### src/rtl/sub64_pipe.sv
// sub64_pipe: pipelined 64-bit unsigned subtractor (x - y) with a 65-bit result.
// One ADD_WIDTH-bit slice is subtracted per stage and the borrow is registered
// between stages. A valid bit travels with the data and a global enable stalls
// every register at once. diff[64] is the final borrow (1 iff x < y).
module sub64_pipe #(
  parameter int ADD_WIDTH = 16
) (
  input  logic        clk,
  input  logic        rst_n,
  input  logic        en,
  input  logic        in_valid,
  input  logic [63:0] x,
  input  logic [63:0] y,
  output logic        out_valid,
  output logic [64:0] diff
);

  localparam int STAGES = 64 / ADD_WIDTH;

  genvar gi;
  generate
    for (gi = 0; gi < STAGES; gi++) begin : g_stage
      // Operands arrive already shifted so the slice to use is always the low one.
      logic [63:0]        x_in;
      logic [63:0]        y_in;
      logic [63:0]        res_in;
      logic               borrow_in;
      logic               valid_in;
      logic [ADD_WIDTH:0] slice_sub;
      logic [63:0]        res_next;
      logic [63:0]        res_reg;
      logic               borrow_reg;
      logic               valid_reg;

      if (gi == 0) begin : g_src
        assign x_in      = x;
        assign y_in      = y;
        assign res_in    = 64'h0;
        assign borrow_in = 1'b0;
        assign valid_in  = in_valid;
      end else begin : g_src
        assign x_in      = g_stage[gi-1].g_fwd.x_reg;
        assign y_in      = g_stage[gi-1].g_fwd.y_reg;
        assign res_in    = g_stage[gi-1].res_reg;
        assign borrow_in = g_stage[gi-1].borrow_reg;
        assign valid_in  = g_stage[gi-1].valid_reg;
      end

      // Slice subtract at ADD_WIDTH+1 bits; the MSB is the borrow-out.
      assign slice_sub = {1'b0, x_in[ADD_WIDTH-1:0]}
                       - {1'b0, y_in[ADD_WIDTH-1:0]}
                       - {{ADD_WIDTH{1'b0}}, borrow_in};

      // Earlier slice results pass through; this stage fills in its own slice.
      assign res_next = res_in | (64'(slice_sub[ADD_WIDTH-1:0]) << (gi * ADD_WIDTH));

      // Result, borrow and valid registers: cleared by reset, held while en is low.
      always_ff @(posedge clk or negedge rst_n) begin
        if (!rst_n) begin
          res_reg    <= 64'h0;
          borrow_reg <= 1'b0;
          valid_reg  <= 1'b0;
        end else if (en) begin
          res_reg    <= res_next;
          borrow_reg <= slice_sub[ADD_WIDTH];
          valid_reg  <= valid_in;
        end
      end

      if (gi < STAGES - 1) begin : g_fwd
        logic [63:0] x_reg;
        logic [63:0] y_reg;

        // Unused upper operand slices, shifted down so the next stage reads its low slice.
        always_ff @(posedge clk or negedge rst_n) begin
          if (!rst_n) begin
            x_reg <= 64'h0;
            y_reg <= 64'h0;
          end else if (en) begin
            x_reg <= x_in >> ADD_WIDTH;
            y_reg <= y_in >> ADD_WIDTH;
          end
        end
      end else if (ADD_WIDTH < 64) begin : g_tail
        // The last stage only consumes the low slice; the rest is always zero.
        logic unused_hi;
        assign unused_hi = ^{x_in[63:ADD_WIDTH], y_in[63:ADD_WIDTH]};
      end
    end
  endgenerate

  // Outputs come straight from the final stage's registers.
  assign diff      = {g_stage[STAGES-1].borrow_reg, g_stage[STAGES-1].res_reg};
  assign out_valid = g_stage[STAGES-1].valid_reg;

endmodule

### config.mk
export PLATFORM = sky130hd
export DESIGN_NAME = sub64_pipe
export DESIGN_NICKNAME = d
export VERILOG_FILES = /design/src/rtl/sub64_pipe.sv
export SDC_FILE = /design/constraint.sdc
export NUM_CORES = 1
export LEC_CHECK = 0
export ABC_AREA = 0
export CAP_MARGIN = 10
export CORE_MARGIN = 5
export CORE_UTILIZATION = 44
export CTS_CLUSTER_DIAMETER = 40
export DETAILED_ROUTE_END_ITERATION = 16
export GPL_TIMING_DRIVEN = 0
export PLACE_DENSITY = 0.8
export RECOVER_POWER = 100
export SYNTH_ARGS = -nofsm -noshare
export SYNTH_HDL_FRONTEND = slang
export SYNTH_SLANG_ARGS = --single-unit
export TNS_END_PERCENT = 50
### constraint.sdc
create_clock -name clk -period 2.8 [get_ports clk]
set_clock_uncertainty 0.05 [all_clocks]
set_input_delay 0.56 -clock clk [delete_from_list [all_inputs] [get_ports clk]]
set_output_delay 0.56 -clock clk [all_outputs]
set_load 0.01 [all_outputs]
==> summary.txt, run 1 <==
CTS
  • CTS sink cnt: 360
  • H-tree Lvls: 2
  • Clock Pin Slew Worst Setup and Hold Paths: 0.06 ns
  • Clk buf depth: 3
  • Clk_lat worst skew: 0.58 ns
  • Num CTS Buffers: 49
  • Root buffer cell: clkbuf_16
  • TritonCTS clock tree: yes

Drt
  • Via density: 5.15
  • DR DRC count: 0
  • Routed len/inst: 18.4 µm
  • Drt pass-1 iters: 7
  • Vias: 11700
  • ANT nets after route: 0
  • Post-Route WL: 41800 µm
  • Initial DRC count: 567

Yosys
  • EDFF count, synth: 0
  • XOR/XNOR share of the synthesized area: 0.0213
  • Largest family of logic cells by synthesized area: multiplexers
  • Distinct cell type count after synthesis: 64
  • Syn_nets: 1699
  • Sequential element share of the synthesized area: 0.522
  • Simple-gate share of the synthesized area: 0.0540
  • Post-synthesis mux area share: 0.182
  • Synth Register Bits: 360
  • Mapped Area: 0.0173 mm²
  • Synth Area in Compound Gates: 0.0867
  • Adder-cell share of the synthesized area: 0.0850
  • Mean Syn Cell Area: 11.9 µm²
  • Synth Instances: 1454
  • Asr flop ratio synth: 1.00
  • Ys flop type: dfrtp_1
  • Synth warn: 0

Hold path
  • Worst hold-check path type: reg2reg

STA
  • Max-Slew Margin vs Limit: 0.125
  • Period utilization: 1.01
  • Setup TNS: -0.0618 ns
  • Fmax: 353 MHz
  • Worst Max-Slew Pin Slew: 1.31 ns
  • RSZ-0062 raised after global routing: true
  • Hold slack: 0.427 ns
  • # setup viols final: 2
  • Slew Viols, Final: 0
  • PnR worst setup slack: -0.0368 ns
  • Final hold vios: 0
  • Min cycle time layout: 2.84 ns

Global routing
  • Global Route Usage Sum: 0.193
  • Global-route wire length before repair: 67100 µm
  • Vias in the first global route: 12400
  • Overflow after GRT: 0
  • Initial antenna violation count: 2
  • Pin count of the biggest net entering global routing: 98

Floorplan
  • FP Rows: 72
  • Core ar.: 0.0387 mm²
  • Die area: 0.0433 mm²
  • Initial core utilization: 0.445
  • I/O pin cnt: 198
  • Chip Height: 208 µm
  • Die Span X: 208 µm

Place
  • GPL Wtd Cong: 0.871
  • Hpwl dp: 31000 µm
  • Port-buffer cells: 196
  • Placed insts: 2171
  • Dpl ws: -0.921 ns
  • Placement Cell Area: 0.0200 mm²

Flow run
  • Max cap viols: 0

Final layout
  • Area of the multi-input gates: 0.00743 mm²
  • Max reg flops: 160
  • Register Area: 0.00901 mm²
  • Layout cell share with drive strength beyond 1: 0.223
  • Fin cells: 2271
  • Area grow syn2layout: 25.8%
  • Commonest cells after routing, fill and taps aside: dfrtp_1, mux2_2, inv_1
  • Post-layout util: 0.560
  • Fill cell count: 3257
  • Commonest non-fill, non-tap cell in the layout: dfrtp_1
  • Design area: 0.0217 mm²
  • Fin nets: 1957

Worst setup path
  • Req. time, crit path: 3.21 ns
  • Critical path, cell by cell: inv_1 > fa_2 > fa_2 > nand2b_4 > a2111oi_4 > nor3_2 > a221o_1 > xnor2_2 > mux2_4
  • Data arrival, critical path: 3.24 ns
  • CP Capture Type: register
  • CP Launch Type: register
  • Critical-path maximum fanout: 5
  • Cell mode on critical path: fa_2
  • Max incr delay on CP: 0.44 ns
  • Setup CP Type: reg2reg
  • CP max stage cell: a221o_1

Pwr
  • Sw frac: 0.307
  • Worst VDD drop: 0.512 mV
  • Total power: 19.3 mW
  • Int Power: 13.4 mW
  • Leak pwr: 9.74 nW
  • Seq pwr share: 0.374
  • Clock group share of total power: 0.325
  • Net switching power: 5.93 mW
  • Comb pwr share: 0.301
  • P per Cell Area: 888 mW/mm²

Outcome
  • Outcome: complete, but fails checks
  • Failing checks: setup timing
==> worst paths after layout <==
check,slack (ns),cells after the start,to,startpoint
max reg2reg,-0.04,9,g_stage[2].res_reg[44],g_stage[1].borrow_reg
min reg2reg,0.43,2,g_stage[1].g_fwd.x_reg[10],g_stage[0].g_fwd.x_reg[26]
max in group asynchronous,0.38,4,g_stage[3].res_reg[5],rst_n
min,0.43,2,g_stage[1].g_fwd.x_reg[10],g_stage[0].g_fwd.x_reg[26]
max,-0.04,9,g_stage[2].res_reg[44],g_stage[1].borrow_reg
min in group asynchronous,0.76,2,g_stage[0].g_fwd.x_reg[24],rst_n
==> synthesized netlist by cell type (3+ instances only) <==
cell type | count | share of area
xnor2_1 | 27 | 0.014
nand2b_1 | 7 | 0.0025
a21boi_0 | 3 | 0.0013
nor3_1 | 6 | 0.0017
mux2_2 | 274 | 0.18
xor2_1 | 15 | 0.0076
a211oi_1 | 5 | 0.0022
a21o_1 | 13 | 0.0057
inv_1 | 171 | 0.037
clkbuf_1 | 51 | 0.011
fa_1 | 7 | 0.0081
a31oi_1 | 4 | 0.0015
o31a_1 | 6 | 0.0030
a21oi_1 | 58 | 0.017
or3_1 | 7 | 0.0025
nand3_1 | 17 | 0.0049
o21a_1 | 9 | 0.0039
nor3b_1 | 3 | 0.0013
and3_1 | 8 | 0.0029
o221ai_1 | 3 | 0.0015
dfrtp_1 | 360 | 0.52
nand2_1 | 78 | 0.017
o31ai_1 | 6 | 0.0026
o21ai_0 | 90 | 0.026
mux2i_1 | 5 | 0.0029
o211ai_1 | 8 | 0.0035
nor2b_1 | 8 | 0.0029
nand4_1 | 6 | 0.0022
ha_1 | 106 | 0.077
o21bai_1 | 7 | 0.0030
nor2_1 | 43 | 0.0094
==> kinds of logic (layout without fill, tap and decap cells) <==
group	count (synthesis)	in the layout
flops	360	360
mux	279	279
compound gates	238	238
buf+inv	225	523
simple gates	197	197
fa+ha+maj	113	113
xor+xnor	42	42
other cells	0	1
==> worst max-delay path, delay by kind of cell (launching register included) <==
kind,cells,cell delay [ns]
and+or+nand+nor,2,0.26
DFF,1,0.36
AOI/OAI and AO/OA,2,0.82
buffers and inverters,1,0.08
xor gates and xnor gates,1,0.18
adders and majority gates,2,0.71
muxes,1,0.26
==> metal layers <==
layer,GRT usage,share of wire
met5,0,0.00048
met4,0.0584,0.027
met3,0.0458,0.048
met2,0.337,0.50
met1,0.241,0.42
==> timing repair <==
item,4_1_cts,5_1_grt
endpoints found under the setup margin,30,18
hold buffers,1,0
pin swaps,7,5
setup buffers,4,3
resized for setup,7,11
endpoints found under the hold margin,66,0
==> power by group through the flow <==
stage / clock network, mW / logic (mW) / registers (mW)
floorplan: 0 / 3.57 / 7.29
global placement: 0 / 5.74 / 7.30
detailed placement: 0 / 5.90 / 7.34
CTS: 6.40 / 6.00 / 7.26
global route: 6.62 / 6.44 / 7.38
finish: 6.26 / 5.81 / 7.22
==> final cells by class <==
cell class	count	area share
buffer	54	0.00962
sequential	360	0.415
clock buffer	63	0.0641
multi-input combinational	869	0.342
tap	518	0.0299
inverter	171	0.0296
antenna	1	0.000115
clock inverter	28	0.0137
timing repair buffer	207	0.0958
Power figures use the tool's default switching activity.
==> inputs of run 2 (changes only) <==
Settings changed: CORE_UTILIZATION 44 to 40, DONT_BUFFER_PORTS set to 1, PLACE_DENSITY 0.8 to 0.68.
==> run 2 against run 1 <==
Net effect: the flow finishes with violations (hold timing, setup timing); non-clock buffer count is 201 lower; clock-buffer cell count is 6 higher; worst hold slack worse by 0.77 ns; sequential power is 5.1% higher; first-iteration DRC count is 17% lower; setup slack better by 0.0090 ns; sequential share of layout area is 3.9 points higher; critical endpoint is now g_stage[2].borrow_reg; cell area is 8.5% lower; maximum frequency is 0.32% higher.
==> summary.txt, run 2 (synthesis results as in run 1) <==
CTS
  • Clk_lat worst skew: 0.57 ns
  • Root buffer cell: clkbuf_16
  • Num CTS Buffers: 52
  • CTS sink cnt: 360
  • H-tree Lvls: 2
  • Clk buf depth: 3
  • TritonCTS clock tree: yes
  • Clock Pin Slew Worst Setup and Hold Paths: 0.05 ns

Hold path
  • Worst hold-check path type: in2async

Pwr
  • Leak pwr: 8.92 nW
  • Int Power: 12.9 mW
  • P per Cell Area: 937 mW/mm²
  • Worst VDD drop: 0.448 mV
  • Net switching power: 5.70 mW
  • Comb pwr share: 0.244
  • Seq pwr share: 0.408
  • Total power: 18.6 mW
  • Clock group share of total power: 0.348
  • Sw frac: 0.306

STA
  • Final hold vios: 360
  • Worst Max-Slew Pin Slew: 0.977 ns
  • RSZ-0062 raised after global routing: true
  • # setup viols final: 2
  • Min cycle time layout: 2.83 ns
  • PnR worst setup slack: -0.0278 ns
  • Slew Viols, Final: 0
  • Hold slack: -0.346 ns
  • Max-Slew Margin vs Limit: 0.349
  • Fmax: 354 MHz
  • Period utilization: 1.01

Worst setup path
  • Cell mode on critical path: fa_2
  • CP Capture Type: register
  • Data arrival, critical path: 3.24 ns
  • Setup CP Type: reg2reg
  • Req. time, crit path: 3.21 ns
  • Critical path, cell by cell: fa_2 > fa_2 > nand2b_4 > a2111oi_4 > nor3_2 > a221o_1 > and4_1 > a211o_1
  • CP max stage cell: dfrtp_1
  • Max incr delay on CP: 0.41 ns
  • CP Launch Type: register
  • FF-to-FF path depth: 8
  • Critical-path maximum fanout: 5

Global routing
  • Initial antenna violation count: 19
  • Global Route Usage Sum: 0.177
  • Pin count of the biggest net entering global routing: 361
  • Vias in the first global route: 11500
  • Global-route wire length before repair: 65700 µm
  • Overflow after GRT: 0

Final layout
  • Layout cell share with drive strength beyond 1: 0.249
  • Area of the multi-input gates: 0.00746 mm²
  • Commonest cells after routing, fill and taps aside: dfrtp_1, mux2_2, inv_1
  • Max reg flops: 160
  • Fin nets: 1759
  • Commonest non-fill, non-tap cell in the layout: dfrtp_1
  • Area grow syn2layout: 15.1%
  • Post-layout util: 0.463
  • Register Area: 0.00901 mm²
  • Fill cell count: 3889

Drt
  • Via density: 5.08
  • Drt pass-1 iters: 4
  • Vias: 10900
  • DR DRC count: 0
  • Post-Route WL: 41500 µm
  • ANT nets after route: 0
  • Routed len/inst: 19.4 µm
  • Initial DRC count: 472

Place
  • GPL Wtd Cong: 0.876
  • Port-buffer cells: 0
  • Hpwl dp: 30500 µm

Floorplan
  • Die Span X: 218 µm
  • Die area: 0.0474 mm²
  • I/O pin cnt: 198
  • Core ar.: 0.0429 mm²
  • FP Rows: 76
  • Chip Height: 218 µm
  • Initial core utilization: 0.402

Flow run
  • Max cap viols: 0

Outcome
  • Outcome: complete, but fails checks
  • Failing checks: hold timing, setup timing
[run 2: power by group through the flow]
stage	registers (mW)	logic (mW)	clock network (mW)
finish	7.59	4.54	6.47
global route	7.76	5.12	6.88
CTS	7.64	4.49	6.64
detailed placement	7.72	4.41	0
global placement	7.67	4.32	0
floorplan	7.29	3.57	0
[run 2: layer usage]
metal  track usage  up-vias  part of all wire
met1         0.215     5386              0.42
met3        0.0600       96             0.063
li1              -     5163                 -
met5             0        -            0.0038
met2         0.300      217              0.49
met4        0.0560       24             0.027
[run 2: path summary, 6_finish.rpt]
kind / start / end / slack (ns)
max in group asynchronous: rst_n / g_stage[3].res_reg[2] / 2.60
hold / removal: rst_n / g_stage[0].g_fwd.y_reg[23] / -0.35
setup reg to reg: g_stage[1].g_fwd.x_reg[0] / g_stage[2].borrow_reg / -0.03
hold reg to reg: g_stage[0].g_fwd.y_reg[16] / g_stage[1].g_fwd.y_reg[0] / 0.43
min in group clk: x[25] / g_stage[0].g_fwd.x_reg[9] / 0.06
setup / recovery: g_stage[1].g_fwd.x_reg[0] / g_stage[2].borrow_reg / -0.03
[run 2: final cells by class]
class                           instances  area share
Antenna cell                            8     0.00101
Buffer                                 54      0.0104
Clock buffer                           69      0.0729
Clock inverter                         23      0.0147
Inverter                              171      0.0323
Multi-Input combinational cell        869       0.376
Sequential cell                       360       0.454
Tap cell                              585      0.0369
Timing Repair Buffer                    6     0.00227
[run 2: what timing repair did]
item	CTS	global route
endpoints found under the hold margin	360	360
resized for setup	8	13
buffers inserted	3	3
setup endpoints to repair	38	16
pin swaps	4	9
[run 2: critical path: cells and delay by family, from the launching register on]
family / cells / cell delay [ns]
simple gates: 3 / 0.50
flops: 1 / 0.41
compound gates: 3 / 1.02
fa+ha+maj: 2 / 0.74
[run 2: metrics by stage]
step	cells	setup WS, ns	cell area (µm²)	setup TNS, ns	hold WS (ns)
finish	2145	-0.0278	19900	-0.0454	-0.346
global route	2143	-0.108	19800	-0.339	-0.379
CTS	2134	-0.0484	19800	-0.132	-0.392
detailed placement	2039	-1.06	18000	-69.47	0.236
global placement	2039	-1.03	18000	-73.37	0.235
floorplan	1454	0.0161	17300	0	0.214
==> inputs of run 3 (changes only) <==
Settings changed: SETUP_SLACK_MARGIN set to 0.15, TNS_END_PERCENT 50 to not set.
==> run 3 against run 2 <==
Net effect: the flow still finishes with violations (hold timing, setup timing); register-to-register slack worse by 0.05 ns; worst hold slack better by 0.00071 ns; via count is 0.55% higher; critical path depth grew 1; largest cell class unchanged.
==> summary.txt, run 3 (synthesis results as in run 1) <==
Final layout
  • Fin cells: 2152
  • Commonest non-fill, non-tap cell in the layout: dfrtp_1
  • Post-layout util: 0.473
  • Layout cell share with drive strength beyond 1: 0.279
  • Design area: 0.0203 mm²
  • Fin nets: 1767
  • Commonest cells after routing, fill and taps aside: dfrtp_1, mux2_2, inv_1
  • Max reg flops: 160
  • Area grow syn2layout: 17.5%

Pwr
  • Seq pwr share: 0.391
  • Worst VDD drop: 0.464 mV
  • Net switching power: 6.02 mW
  • Sw frac: 0.310
  • Comb pwr share: 0.254
  • Clock group share of total power: 0.355
  • Int Power: 13.4 mW
  • P per Cell Area: 958 mW/mm²
  • Leak pwr: 9.05 nW

CTS
  • Clk buf depth: 3
  • H-tree Lvls: 2
  • CTS sink cnt: 360
  • Num CTS Buffers: 51
  • Root buffer cell: clkbuf_16
  • TritonCTS clock tree: yes
  • Clk_lat worst skew: 0.58 ns
  • Clock Pin Slew Worst Setup and Hold Paths: 0.06 ns

Worst setup path
  • Cell mode on critical path: fa_2
  • Data arrival, critical path: 3.27 ns
  • CP max stage cell: a221o_1
  • Max incr delay on CP: 0.43 ns
  • Critical path, cell by cell: inv_2 > fa_2 > fa_2 > nand2b_4 > a2111oi_4 > nor3_2 > a221o_1 > and4_1 > a211o_1
  • Req. time, crit path: 3.19 ns
  • Critical-path maximum fanout: 5
  • Setup CP Type: reg2reg
  • CP Launch Type: register
  • CP Capture Type: register

Global routing
  • Vias in the first global route: 11400
  • Global-route wire length before repair: 66000 µm
  • Overflow after GRT: 0
  • Global Route Usage Sum: 0.178
  • Pin count of the biggest net entering global routing: 361
  • Initial antenna violation count: 18

Drt
  • ANT nets after route: 0
  • Drt pass-1 iters: 5
  • Routed len/inst: 19.5 µm
  • Vias: 10900
  • Post-Route WL: 42100 µm
  • DR DRC count: 0
  • Via density: 5.09
  • Initial DRC count: 575

Floorplan
  • Die Span X: 218 µm
  • FP Rows: 76
  • Initial core utilization: 0.402
  • Core ar.: 0.0429 mm²
  • Chip Height: 218 µm
  • I/O pin cnt: 198
  • Die area: 0.0474 mm²

STA
  • Max-Slew Margin vs Limit: 0.351
  • Worst Max-Slew Pin Slew: 0.973 ns
  • Final hold vios: 360
  • Slew Viols, Final: 0
  • Min cycle time layout: 2.88 ns
  • # setup viols final: 3
  • Hold slack: -0.345 ns
  • RSZ-0062 raised after global routing: true
  • Fmax: 348 MHz
  • PnR worst setup slack: -0.0752 ns
  • Period utilization: 1.03

Place
  • Hpwl dp: 30400 µm
  • Port-buffer cells: 0
  • Dpl ws: -1.08 ns
  • Placed insts: 2039
  • Placement Cell Area: 0.0180 mm²
  • GPL Wtd Cong: 0.892

Outcome
  • Outcome: complete, but fails checks
  • Failing checks: hold timing, setup timing

Hold path
  • Worst hold-check path type: in2async

Flow run
  • Max cap viols: 0
==> run 3: cell types whose count changed in the layout (fill, tap and decap cells not counted), sizes merged <==
cell / previous run / this run
buf: 6 / 15
diode: 8 / 6
bufinv: 5 / 8
clkinv: 7 / 11
clkbuf: 123 / 114
inv: 178 / 179
clkinvlp: 4 / 5
==> run 3: repair_timing <==
action                                 4_1_cts  5_1_grt
setup endpoints to repair                   66       23
gates resized for setup                     17       52
endpoints found under the hold margin      360      360
buffers inserted                             6        9
pin swaps                                   11       24
==> run 3: layout make-up <==
| type | instances | area, µm² |
|---|---|---|
| inverters | 171 | 642 |
| repair buffers | 15 | 113 |
| clock buffers | 60 | 1400 |
| flip-flops and latches | 360 | 9010 |
| multi-input cells | 869 | 7680 |
| clock inverters | 32 | 472 |
| plain buffers | 54 | 209 |
| fillers | 3823 | 22600 |
| well taps | 585 | 732 |
| diodes | 6 | 15.0 |
==> run 3: final timing paths <==
| kind | endpoint | cells after the start | startpoint | slack (ns) |
|---|---|---|---|---|
| setup / recovery | g_stage[2].borrow_reg | 9 | g_stage[1].borrow_reg | -0.08 |
| hold / removal | g_stage[0].g_fwd.y_reg[29] | 0 | rst_n | -0.35 |
| setup reg to reg | g_stage[2].borrow_reg | 9 | g_stage[1].borrow_reg | -0.08 |
| hold reg to reg | g_stage[0].res_reg[5] | 2 | g_stage[0].res_reg[5] | 0.43 |
| max in group asynchronous | g_stage[3].res_reg[3] | 0 | rst_n | 2.53 |
| min in group clk | g_stage[0].g_fwd.x_reg[5] | 2 | x[21] | 0.07 |
==> run 3: critical path: cells and delay by family (launching register included) <==
kind / cells / cell delay (ns)
buffers and inverters: 1 / 0.06
adder cells (fa/ha/maj): 2 / 0.76
flip-flops: 1 / 0.37
AND/OR/NAND/NOR: 3 / 0.49
AO/OA/AOI/OAI: 3 / 1.03
==> run 3: power groups by stage <==
stage	Sequential [mW]	Clock [mW]	Combinational (mW)
after global routing	7.76	7.31	5.51
final	7.59	6.89	4.93
after floorplan	7.29	0	3.58
after detailed placement	7.71	0	4.42
after global placement	7.67	0	4.32
after CTS	7.63	7.04	4.57
==> run 3: per-layer routing <==
| metal | wire length, µm | global-route usage |
|---|---|---|
| met1 | 17600 | 0.223 |
| met2 | 20500 | 0.297 |
| met3 | 2550 | 0.0555 |
| met4 | 1310 | 0.0535 |
| met5 | 188 | 0 |
==> run 3: metrics by stage <==
step | hold WS, ns | power (mW) | setup TNS (ns)
global placement | 0.234 | 12.0 | -79.75
global route | -0.389 | 20.6 | -0.349
detailed placement | 0.233 | 12.1 | -83.08
floorplan | 0.214 | 10.9 | 0
finish | -0.345 | 19.4 | -0.173
CTS | -0.388 | 19.2 | -0.0939
